**config.mk**
```make
export PLATFORM = sky130hd
export DESIGN_NAME = cpu_sequencer
export DESIGN_NICKNAME = d
export VERILOG_FILES = /design/src/rtl/cpu_sequencer.sv
export SDC_FILE = /design/constraint.sdc
export NUM_CORES = 1
export LEC_CHECK = 0
export ABC_CLOCK_PERIOD_IN_PS = 1600
export BUFFER_PORTS_ARGS = -buffer_cell sky130_fd_sc_hd__clkbuf_2
export CAP_MARGIN = 20
export CORE_ASPECT_RATIO = 1.75
export CORE_MARGIN = 5
export CORE_UTILIZATION = 31
export CTS_CLUSTER_SIZE = 12
export DETAILED_ROUTE_END_ITERATION = 8
export GPL_ROUTABILITY_DRIVEN = 0
export HOLD_SLACK_MARGIN = 0.15
export SETUP_SLACK_MARGIN = 0.5
export SLEW_MARGIN = 30
export SYNTH_ARGS = -nofsm -noshare
export SYNTH_HDL_FRONTEND = slang
export SYNTH_SLANG_ARGS = --single-unit
```
**constraint.sdc**
```tcl
create_clock -name clkDiv -period 1.6 [get_ports clkDiv]
set_input_delay 0.16 -clock clkDiv [delete_from_list [all_inputs] [get_ports clkDiv]]
set_output_delay 0.16 -clock clkDiv [all_outputs]
set_load 0.01 [all_outputs]
```
**src/rtl/cpu_sequencer.sv**
```systemverilog
// Multi-cycle control sequencer for the 8-bit CPU: steps each instruction through
// fetch/decode/execute/mem/writeback and drives the PC, register-file and memory strobes.
module cpu_sequencer (
    input  logic        clkDiv,
    input  logic        reset,
    input  logic        run,
    input  logic        step,
    input  logic [7:0]  instr,
    output logic [7:0]  ir,
    output logic        pc_en,
    output logic        branch,
    output logic [7:0]  bdata,
    output logic        reg_write,
    output logic        mem_read,
    output logic        mem_write,
    output logic        alu_src,
    output logic [2:0]  state,
    output logic        halted,
    output logic [15:0] retired
);

    typedef enum logic [2:0] {
        IDLE   = 3'd0,
        FETCH  = 3'd1,
        DECODE = 3'd2,
        EXEC   = 3'd3,
        MEM    = 3'd4,
        WB     = 3'd5,
        HALT   = 3'd6
    } state_t;

    typedef enum logic [1:0] {
        OP_ADD = 2'b00,
        OP_LW  = 2'b01,
        OP_SW  = 2'b10,
        OP_J   = 2'b11
    } opcode_t;

    // A jump with offset -1 targets itself; it parks the machine instead of spinning.
    localparam logic [7:0] JUMP_SELF = 8'hFF;

    state_t  cur_state;
    state_t  next_state;
    logic    step_mode;
    logic    step_mode_next;
    logic    ir_load;
    logic    complete;
    logic    retire;
    opcode_t op;
    logic    mem_op;

    assign op     = opcode_t'(ir[7:6]);
    assign mem_op = (op == OP_LW) || (op == OP_SW);
    assign state  = cur_state;

    // NOTE: every register here changes with non-blocking assignments so all of them
    // sample the same pre-edge values; blocking writes would make the order of lines matter.
    always_ff @(posedge clkDiv or posedge reset) begin
        if (reset) begin
            cur_state <= IDLE;
            step_mode <= 1'b0;
            ir        <= 8'h00;
            retired   <= 16'h0000;
        end else begin
            cur_state <= next_state;
            step_mode <= step_mode_next;
            if (ir_load) begin
                ir <= instr;
            end
            if (retire) begin
                retired <= retired + 16'd1;
            end
        end
    end

    // NOTE: every signal written below gets a default first, so no path through the
    // case statement can leave one unassigned and infer a latch.
    always_comb begin
        next_state     = cur_state;
        step_mode_next = step_mode;
        ir_load        = 1'b0;
        complete       = 1'b0;
        retire         = 1'b0;
        pc_en          = 1'b0;
        branch         = 1'b0;
        bdata          = 8'h00;
        reg_write      = 1'b0;
        mem_read       = 1'b0;
        mem_write      = 1'b0;
        alu_src        = 1'b0;
        halted         = 1'b0;

        case (cur_state)
            IDLE: begin
                if (run) begin
                    next_state = FETCH;
                end else if (step) begin
                    next_state     = FETCH;
                    step_mode_next = 1'b1;
                end
            end
            FETCH: begin
                ir_load    = 1'b1;
                next_state = DECODE;
            end
            DECODE: begin
                alu_src    = mem_op;
                next_state = EXEC;
            end
            EXEC: begin
                alu_src = mem_op;
                case (op)
                    OP_ADD: next_state = WB;
                    OP_LW,
                    OP_SW:  next_state = MEM;
                    default: begin
                        if (ir == JUMP_SELF) begin
                            next_state = HALT;
                            retire     = 1'b1;
                        end else begin
                            pc_en    = 1'b1;
                            branch   = 1'b1;
                            bdata    = {{2{ir[5]}}, ir[5:0]};
                            complete = 1'b1;
                        end
                    end
                endcase
            end
            MEM: begin
                alu_src = mem_op;
                if (op == OP_LW) begin
                    mem_read   = 1'b1;
                    next_state = WB;
                end else begin
                    mem_write = 1'b1;
                    pc_en     = 1'b1;
                    complete  = 1'b1;
                end
            end
            WB: begin
                alu_src   = mem_op;
                reg_write = 1'b1;
                pc_en     = 1'b1;
                complete  = 1'b1;
            end
            HALT: begin
                halted = 1'b1;
            end
            default: begin
                next_state = IDLE;
            end
        endcase

        // A finished instruction either chains into the next fetch or parks in IDLE.
        if (complete) begin
            retire = 1'b1;
            if (run && !step_mode) begin
                next_state = FETCH;
            end else begin
                next_state     = IDLE;
                step_mode_next = 1'b0;
            end
        end
    end

endmodule
```
==> reports/qor.csv, run 1 <==
metric;value;unit
DRC Markers;0;
Mapped Nets;148;
clock transition at the registers of the reported paths;0.10;ns
startpoint types;flip-flop;
reg-to-reg startpoint;ir[7]$_DFFE_PP0N_;
commonest non-fill, non-tap cells in the layout;34 x clkbuf_2, 32 x buf_6, 23 x dfrtp_1, 17 x buf_4, 11 x xor2_1;
Worst Hold End;step_mode$_DFF_PP0_;
Critical Path RT;1.44;ns
total grt overflow;0;
Synth top area share;47.54;%
Area growth, synth to finish;84.13;%
Post-Syn Area per Cell;11.25;um^2
core area;4666;um^2
post-route cell area;2714;um^2
TritonCTS clock tree;yes;
initial core utilization;31.59;%
# diodes;0;
YS warnings;0;
largest family of logic cells by synthesized area;simple AND/OR/NAND/NOR gates;
vias in the first global route;1463;
TritonCTS buffer count;3;
Main synth FF type;dfrtp_1;
HP Start;run;
RSZ-0062 raised after global routing;true;
total of max-cap violations;0;
Setup WS pre-CTS;-0.003838;ns
final max-slew violation count;0;
reg-to-reg endpoint;retired[1]$_DFFE_PP0P_;
Gate power share;64.9;%
max_slew headroom;73.79;%
top cells by area, synth;dfrtp_1 48%, xor2_1 6.5%, mux2_2 4.6%;
DRT antenna net count;0;
Post-Syn Instances;131;
Final #Nets;250;
register area share after synthesis;47.54;%
worst skew pair latency;0.27;ns
DP Area;2004;um^2
status;finished, violations left;
Synth Area in Simple Gates;23.01;%
peak supply drop;1.371;mV
final WL;4.497;mm
clock share of power;9.6;%
number of I/O port buffers;53;
drt wl/cell;15.83;um
Clock Path Buffers;2;
Leak;1.390;nW
Die ar.;6288;um^2
crit path DAT;1.58;ns
Synth Cell Area;1474;um^2
Adder-Cell Fraction of Synth Area;4.244;%
Root Driver;clkbuf_8;
final setup fails;26;
fmax;0.5740;GHz
layout cells sized above 1;64.22;%
Worst R2R Setup Slack;-0.11;ns
setup ws final;-0.1423;ns
DP HPWL;2.869;mm
filler cell count;374;
#FFs+latches synth;28;
CTS H-tree lvls;1;
post-synthesis compound-gate area fraction;5.942;%
min Tclk post-route;1.742;ns
fraction of registers with async set/reset;100.0;%
hold depth;4;
area leader, netlist;dfrtp_1;
HP Class;primary input to flip-flop;
post-synthesis xor/xnor area fraction;9.508;%
I/O pins;54;
Die Width;62.13;um
crit end category;output port;
FF-to-FF path depth;6;
worst clock skew;0.005391;ns
largest net degree at the start of global routing;29;
initial antenna violation count;0;
share of the cycle needed by the critical path after routing;108.9;%
post-synthesis cell type count;37;
Cell Rows;33;
Switching Share;37.25;%
Sequential Power Share;25.5;%
worst-path fanout max;8;
Pint;2.841;mW
Sink Count;28;
vias post-DR;1394;
post-synthesis mux area share;6.027;%
total track usage;13.19;%
Die H;101.2;um
slew at the pin with the worst max-slew slack;0.3922;ns
DR vias/cell;4.908;
commonest non-fill, non-tap cell in the layout;clkbuf_2;
first-pass GRT wire length;6.817;mm
Post-synth EDFFs;0;
crit path kind;flip-flop to output port;
final hold vios;0;
fin util;58.17;%
Detailed Routing Iterations Pass 1;3;
Iter 0 DRT Violations;29;
failing checks;negative setup slack;
PwrDens;1668;nW/um^2
Switch Pwr;1.687;mW
Yosys cell counts (all sizes together) (4+ instances only):
master  count
xor2       11
xnor2       5
inv         5
ha          5
nand2       9
mux2        7
nor2        4
nand4       4
dfrtp      28
and2        7
nor3        7
buf         5
per-layer routing:
metal / part of all wire (%) / up-vias / global-route usage, %
met4: 1.2 / 0 / 3.506
met1: 37 / 686 / 15.14
li1: - / 664 / -
met3: 5.4 / 4 / 2.553
met2: 56 / 40 / 24.60
met5: 0 / - / 0
cells by family (layout without fill, tap and decap cells):
kind of cell | Yosys count | count (layout)
AND/OR/NAND/NOR | 53 | 53
multiplexers | 8 | 8
XOR/XNOR | 16 | 16
flip-flops | 28 | 28
AO/OA/AOI/OAI | 11 | 11
buffers and inverters | 10 | 111
adder cells (fa/ha/maj) | 5 | 5
cell type report:
type                            instances  area (um^2)  area share (%)
Inverter                                5        33.78           1.245
Tap cell                               52        65.06           2.397
Sequential cell                        28        706.9           26.05
Multi-Input combinational cell         93        984.7           36.28
Timing Repair Buffer                  102        868.3           32.00
Clock buffer                            4        55.05           2.029
state kept, by name (all words and copies together) (netlist names):
name,flops
step_mode,1
state,3
ir,8
retired,16
metrics by stage:
| stage | power (mW) | hold slack [ns] | TNS, ns | instances |
|---|---|---|---|---|
| 5_1_grt | 4.797 | 0.2902 | -3.446 | 284 |
| 3_5_place_dp | 2.958 | 0.2308 | -0.003838 | 246 |
| 3_3_place_gp | 2.943 | 0.2286 | 0 | 246 |
| 4_1_cts | 3.869 | 0.2231 | -1.570 | 270 |
| 6_report | 4.528 | 0.2711 | -1.942 | 284 |
| 2_1_floorplan | 2.317 | 0.2251 | -0.01640 | 131 |
worst max-delay path by stage:
stage / startpoint / endpoint / cells past startpoint
4_1_cts: ir[7]$_DFFE_PP0N_ / pc_en / 5
3_3_place_gp: ir[6]$_DFFE_PP0N_ / retired[14]$_DFFE_PP0P_ / 6
2_1_floorplan: ir[6]$_DFFE_PP0N_ / retired[1]$_DFFE_PP0P_ / 5
3_5_place_dp: ir[6]$_DFFE_PP0N_ / retired[14]$_DFFE_PP0P_ / 6
6_report: ir[7]$_DFFE_PP0N_ / bdata[4] / 5
5_1_grt: ir[7]$_DFFE_PP0N_ / bdata[4] / 5
timing repair:
action / CTS / global route
endpoints found under the setup margin: 50 / 52
hold endpoints to repair: 37 / 0
gates cloned: 0 / 1
gates resized for setup: 33 / 60
setup buffers: 10 / 13
pin swaps: 12 / 11
hold buffers: 10 / 0
critical path, stage by stage, from the launching register on:
cell	delay [ns]
dfrtp_2	0.41
ha_4	0.15
and4b_4	0.24
o21a_4	0.18
and2_1	0.18
clkbuf_2	0.15
power groups by stage:
stage / sequential (mW) / clock [mW] / combinational (mW)
after floorplan: 1.25 / 0 / 1.07
after global placement: 1.17 / 0 / 1.78
after detailed placement: 1.17 / 0 / 1.79
after CTS: 1.15 / 0.451 / 2.27
after global routing: 1.18 / 0.480 / 3.14
final: 1.15 / 0.436 / 2.94
Note: power is estimated with default switching activity, not from simulation.
==> inputs of run 2 (changes only) <==
- ABC_AREA: not set -> 1
- RECOVER_POWER: not set -> 100
==> run 2 against run 1 <==
Against the previous run:
- the flow still finishes with violations (negative setup slack)
- cell count rose by 45%
- area after synthesis up 26%
- non-clock buffer count decreased by 5
- core utilization decreased by 8.1 points
- first-iteration DRC count rose to 2.9 times the previous value
- sequential share of layout area is 2.0 points lower
- critical path depth rose by 5
- global-route usage rose by 1.1 points
- die area is 22% higher
- combinational power is 4% lower
- critical endpoint is now retired[0]$_DFFE_PP0P_
- largest power group unchanged
==> reports/qor.csv, run 2 <==
metric;value;unit
Layout Cells excl Fill;411;
Synth top area share;37.74;%
total of max-cap violations;0;
fmax;0.5851;GHz
Detailed Routing Iterations Pass 1;4;
peak supply drop;0.8478;mV
Mapped Nets;253;
Sink Count;28;
min Tclk post-route;1.709;ns
DRT antenna net count;0;
final setup fails;27;
I/O pins;54;
PwrDens;1488;nW/um^2
TritonCTS buffer count;3;
routed length on met3;226;um
Final Power;4.377;mW
crit-path leading delay family;flip-flops;
Critical path buffers and inverters;4;
total grt overflow;0;
final WL;5.467;mm
filler cell count;584;
status;finished, violations left;
first-pass GRT wire length;8.445;mm
Leak;1.542;nW
HP Start;step;
Post-Syn Area per Cell;7.868;um^2
worst clock skew;0.001695;ns
Clock Path Buffers;2;
worst skew pair latency;0.28;ns
Area growth, synth to finish;58.42;%
number of I/O port buffers;53;
initial antenna violation count;0;
DR vias/cell;4.625;
layout cells sized above 1;48.95;%
wl on met1;1.883;mm
slew at the pin with the worst max-slew slack;0.7401;ns
RSZ-0062 raised after global routing;true;
total track usage;14.32;%
met2 WL;3.212;mm
placed cells;376;
area leader, netlist;dfrtp_1;
post-synthesis cell type count;27;
CP startpoint;ir[7]$_DFFE_PP0N_;
TritonCTS clock tree;yes;
Post-Syn Instances;236;
register area share after synthesis;37.74;%
commonest cells in the synthesized netlist;49 x nand2_1, 32 x nor2_1, 28 x dfrtp_1, 28 x inv_1, 19 x nand3_1;
fraction of registers with async set/reset;100.0;%
commonest non-fill, non-tap cell in the layout;nand2_1;
YS warnings;0;
vias post-DR;1901;
core area;5879;um^2
drt wl/cell;13.30;um
DRC Markers;0;
vias in the first global route;1887;
DP HPWL;3.691;mm
failing checks;negative setup slack;
Worst path max stage delay;0.42;ns
clock transition at the registers of the reported paths;0.10;ns
reg-to-reg startpoint;ir[7]$_DFFE_PP0N_;
final hold vios;0;
CTS H-tree lvls;1;
CP Cell Sequence;inv_2 > ha_4 > inv_2 > o211ai_1 > nand2_4 > nand2_8 > buf_12 > buf_12 > nand2_8 > xor2_2;
Die H;112.4;um
worst-path fanout max;7;
HP Class;primary input to flip-flop;
DP Area;2307;um^2
# diodes;0;
Critical Path RT;1.77;ns
fin util;50.03;%
Root Driver;clkbuf_8;
max_slew headroom;50.66;%
Most flops, register;retired;
top-count cell post-synth;nand2_1;
crit path DAT;1.88;ns
Die Width;68.51;um
Max Used Layer;met4;
Final #Nets;351;
top cells by area, synth;dfrtp_1 38%, nand2_1 9.9%, nor2_1 6.5%;
initial core utilization;31.58;%
setup ws final;-0.1092;ns
final max-slew violation count;0;
share of the cycle needed by the critical path after routing;106.8;%
Die ar.;7699;um^2
Cell Rows;37;
startpoint types;flip-flop;
Multi-input gate area;1197;um^2
Post-synth EDFFs;0;
Largest register FFs;16;
commonest non-fill, non-tap cells in the layout;38 x nand2_1, 35 x clkbuf_2, 23 x nor2_1, 22 x inv_1, 22 x dfrtp_1;
crit path kind;flip-flop to flip-flop;
post-route cell area;2942;um^2
largest net degree at the start of global routing;29;
Slowest cell on crit path;dfrtp_1;
FF/Latch Area;708.2;um^2
Synth Cell Area;1857;um^2
Hold Slack;0.2450;ns
#FFs+latches synth;28;
Iter 0 DRT Violations;83;
Main synth FF type;dfrtp_1;
crit end category;flip-flop;
==> run 2: cells by family (layout without fill, tap and decap cells) <==
family                   Yosys count  in the layout  share of synthesized area, %
AND/OR/NAND/NOR                  127            130                         33.83
AO/OA/AOI/OAI                     25             25                         9.165
buffers and inverters             39            133                         10.24
XOR/XNOR                          12             12                         5.660
adder cells (fa/ha/maj)            5              5                         3.369
flip-flops                        28             28                         37.74
==> run 2: through the flow <==
step	setup slack [ns]	TNS [ns]
6_report	-0.1092	-1.543
5_1_grt	-0.2132	-4.607
4_1_cts	-0.1315	-1.478
3_5_place_dp	0.008417	0
3_3_place_gp	0.05180	0
2_1_floorplan	0.04064	0
==> run 2: what timing repair did <==
item	CTS	global route
endpoints found under the hold margin	36	0
cloned	2	1
hold buffers	9	0
resized for setup	26	61
pin swaps	16	19
endpoints found under the setup margin	45	50
setup buffers	15	4
==> run 2: worst register-to-register path, stage by stage, from the launching register on <==
cell,delay [ns]
dfrtp_1,0.42
inv_2,0.09
ha_4,0.12
inv_2,0.03
o211ai_1,0.24
nand2_4,0.11
nand2_8,0.08
buf_12,0.09
buf_12,0.14
nand2_8,0.11
xor2_2,0.17
==> run 2: path summary, 6_finish.rpt <==
path,endpoint,slack [ns],cells after the start
worst max-delay path,retired[0]$_DFFE_PP0P_,-0.11,10
worst min-delay path,step_mode$_DFF_PP0_,0.25,4
worst max register to register,retired[0]$_DFFE_PP0P_,-0.11,10
worst min register to register,step_mode$_DFF_PP0_,0.51,1
max in group asynchronous,state[1]$_DFFE_PP0P_,0.48,4
min in group asynchronous,ir[2]$_DFFE_PP0N_,0.60,4
==> run 2: layout make-up <==
cell class                      instances  area share, %
Timing Repair Buffer                   97          25.69
Multi-Input combinational cell        172          40.71
Clock buffer                            4          1.872
Tap cell                               78          3.318
Inverter                               32          4.339
Sequential cell                        28          24.07
==> run 2: layer usage <==
| metal | vias up | track usage [%] |
|---|---|---|
| li1 | 945 | - |
| met1 | 902 | 14.73 |
| met2 | 45 | 26.42 |
| met3 | 9 | 2.402 |
| met4 | 0 | 6.640 |
| met5 | - | 0 |
==> run 2: power breakdown <==
part	total, mW	internal [mW]	leakage [nW]	switching [mW]
clock	0.455	0.221	0.0288	0.234
combinational	2.81	1.31	1.17	1.50
sequential	1.12	0.912	0.347	0.205
==> inputs of run 3 (changes only) <==
- BUFFER_PORTS_ARGS: -buffer_cell sky130_fd_sc_hd__clkbuf_2 -> -buffer_cell sky130_fd_sc_hd__buf_2
==> run 3 against run 2 <==
Against the previous run:
- first-iteration DRC count down 8.4%
- non-clock buffer count down 3
- the flow still finishes with violations (negative setup slack)
- combinational power down 5%
- flip-flop and latch count unchanged
- clock skew up 0.0015 ns
- core utilization down 2.9 points
- clock power down 15%
- setup slack better by 0.0025 ns
- largest power group unchanged
- sequential power about the same
==> reports/qor.csv, run 3 (same netlist as run 2, synthesis figures left out) <==
metric;value;unit
DP HPWL;3.679;mm
worst clock skew;0.003245;ns
Largest register FFs;16;
final WL;5.303;mm
status;finished, violations left;
crit end category;output port;
Gate power share;63.8;%
hold depth;3;
commonest non-fill, non-tap cells in the layout;37 x nand2_1, 28 x nor2_1, 25 x dfrtp_1, 25 x buf_6, 23 x buf_2;
worst skew pair latency;0.27;ns
layout cells sized above 1;40.24;%
Final #Nets;347;
clock share of power;9.3;%
max_slew headroom;50.96;%
fmax;0.5859;GHz
Area growth, synth to finish;49.39;%
largest net degree at the start of global routing;29;
share of the cycle needed by the critical path after routing;106.7;%
Worst R2R Setup Slack;-0.04;ns
Setup WS pre-CTS;0.01317;ns
Leak;1.370;nW
Layout Cells excl Fill;406;
clock transition at the registers of the reported paths;0.09;ns
DRC Markers;0;
Fin Setup TNS;-1.108;ns
placed cells;375;
final setup fails;22;
Die Width;68.51;um
final max-slew violation count;0;
Root Driver;clkbuf_8;
Switching Share;44.55;%
Clock Path Buffers;2;
CTS H-tree lvls;1;
Cell Rows;37;
drt wl/cell;13.06;um
TritonCTS clock tree;yes;
FF-to-FF path depth;9;
total of max-cap violations;0;
setup ws final;-0.1067;ns
vias post-DR;1847;
I/O pins;54;
PwrDens;1502;nW/um^2
Critical Path RT;1.44;ns
Hold Slack;0.1587;ns
Sequential Power Share;26.9;%
Iter 0 DRT Violations;76;
crit path kind;flip-flop to output port;
total grt overflow;0;
RSZ-0062 raised after global routing;true;
first-pass GRT wire length;8.549;mm
initial core utilization;31.58;%
Die ar.;7699;um^2
Sink Count;28;
failing checks;negative setup slack;
reg-to-reg startpoint;ir[7]$_DFFE_PP0N_;
commonest non-fill, non-tap cell in the layout;nand2_1;
slew at the pin with the worst max-slew slack;0.7356;ns
filler cell count;575;
peak supply drop;0.8410;mV
reg-to-reg endpoint;retired[0]$_DFFE_PP0P_;
# diodes;0;
HP Class;primary input to flip-flop;
worst-path fanout max;3;
Switch Pwr;1.856;mW
Most flops, register;retired;
final hold vios;0;
DR vias/cell;4.549;
crit path DAT;1.55;ns
startpoint types;flip-flop;
Die H;112.4;um
DRT antenna net count;0;
min Tclk post-route;1.707;ns
TritonCTS buffer count;3;
Pint;2.310;mW
HP Start;instr[3];
vias in the first global route;1906;
Worst Hold End;ir[3]$_DFFE_PP0N_;
core area;5879;um^2
Detailed Routing Iterations Pass 1;4;
initial antenna violation count;0;
total track usage;14.40;%
number of I/O port buffers;53;
fin util;47.18;%
==> run 3: cell types whose count changed in the layout (fill, tap and decap cells not counted), moves of 2 or more <==
cell	change
clkbuf_1	+16
buf_12	-2
dfrtp_2	-3
buf_8	-2
nand2_2	+6
buf_6	+5
nor2_2	-5
clkbuf_2	-34
nand2_4	-6
buf_2	+15
nor2_1	+5
dfrtp_1	+3
==> run 3: layout make-up <==
class / count / area (um^2) / share of cell area (%)
Sequential cell: 28 / 704.4 / 25.39
Clock buffer: 3 / 41.29 / 1.488
Tap cell: 78 / 97.59 / 3.518
Inverter: 32 / 125.1 / 4.511
Timing Repair Buffer: 94 / 696.9 / 25.12
Multi-Input combinational cell: 171 / 1109 / 39.96
==> run 3: how the worst max path moves through the flow <==
stage	startpoint	end	slack (ns)	cells after the start
after global routing	ir[7]$_DFFE_PP0N_	bdata[6]	-0.20	8
final	ir[7]$_DFFE_PP0N_	pc_en	-0.11	8
after global placement	ir[7]$_DFFE_PP0N_	retired[0]$_DFFE_PP0P_	0.05	8
after CTS	ir[7]$_DFFE_PP0N_	bdata[6]	-0.14	8
after detailed placement	ir[7]$_DFFE_PP0N_	retired[0]$_DFFE_PP0P_	0.01	8
after floorplan	ir[6]$_DFFE_PP0N_	retired[5]$_DFFE_PP0P_	0.04	11
==> run 3: worst max-delay path, cell delays in order, from the launching register on <==
cell	delay, ns
dfrtp_1	0.42
inv_2	0.08
ha_1	0.15
inv_2	0.04
o211ai_1	0.24
nand2_4	0.11
nand2_8	0.08
inv_2	0.04
buf_6	0.11
==> run 3: timing repair <==
action | 4_1_cts | 5_1_grt
setup buffers | 11 | 7
hold buffers | 8 | 0
cloned | 2 | 0
endpoints found under the setup margin | 44 | 48
endpoints found under the hold margin | 35 | 0
pin swaps | 16 | 5
gates resized for setup | 37 | 18
==> run 3: per-stage QoR <==
stage          total power, mW  instance area (um^2)
6_report                 4.166                  2774
5_1_grt                  4.471                  2774
4_1_cts                  3.959                  2684
3_5_place_dp             3.053                  2300
3_3_place_gp             3.022                  2300
2_1_floorplan            2.422                  1894
==> run 3: routing by layer <==
layer	vias to the layer above	track usage (%)	wire length, um
met2	53	27.06	3038
li1	932	-	-
met5	-	0	0
met1	850	14.38	1837
met4	0	7.304	196
met3	12	1.902	230
==> run 3: power by group through the flow <==
stage | combinational (mW) | sequential (mW) | clock (mW)
2_1_floorplan | 1.24 | 1.18 | 0
3_3_place_gp | 1.90 | 1.13 | 0
3_5_place_dp | 1.92 | 1.13 | 0
4_1_cts | 2.44 | 1.11 | 0.409
5_1_grt | 2.89 | 1.15 | 0.429
6_report | 2.66 | 1.12 | 0.386
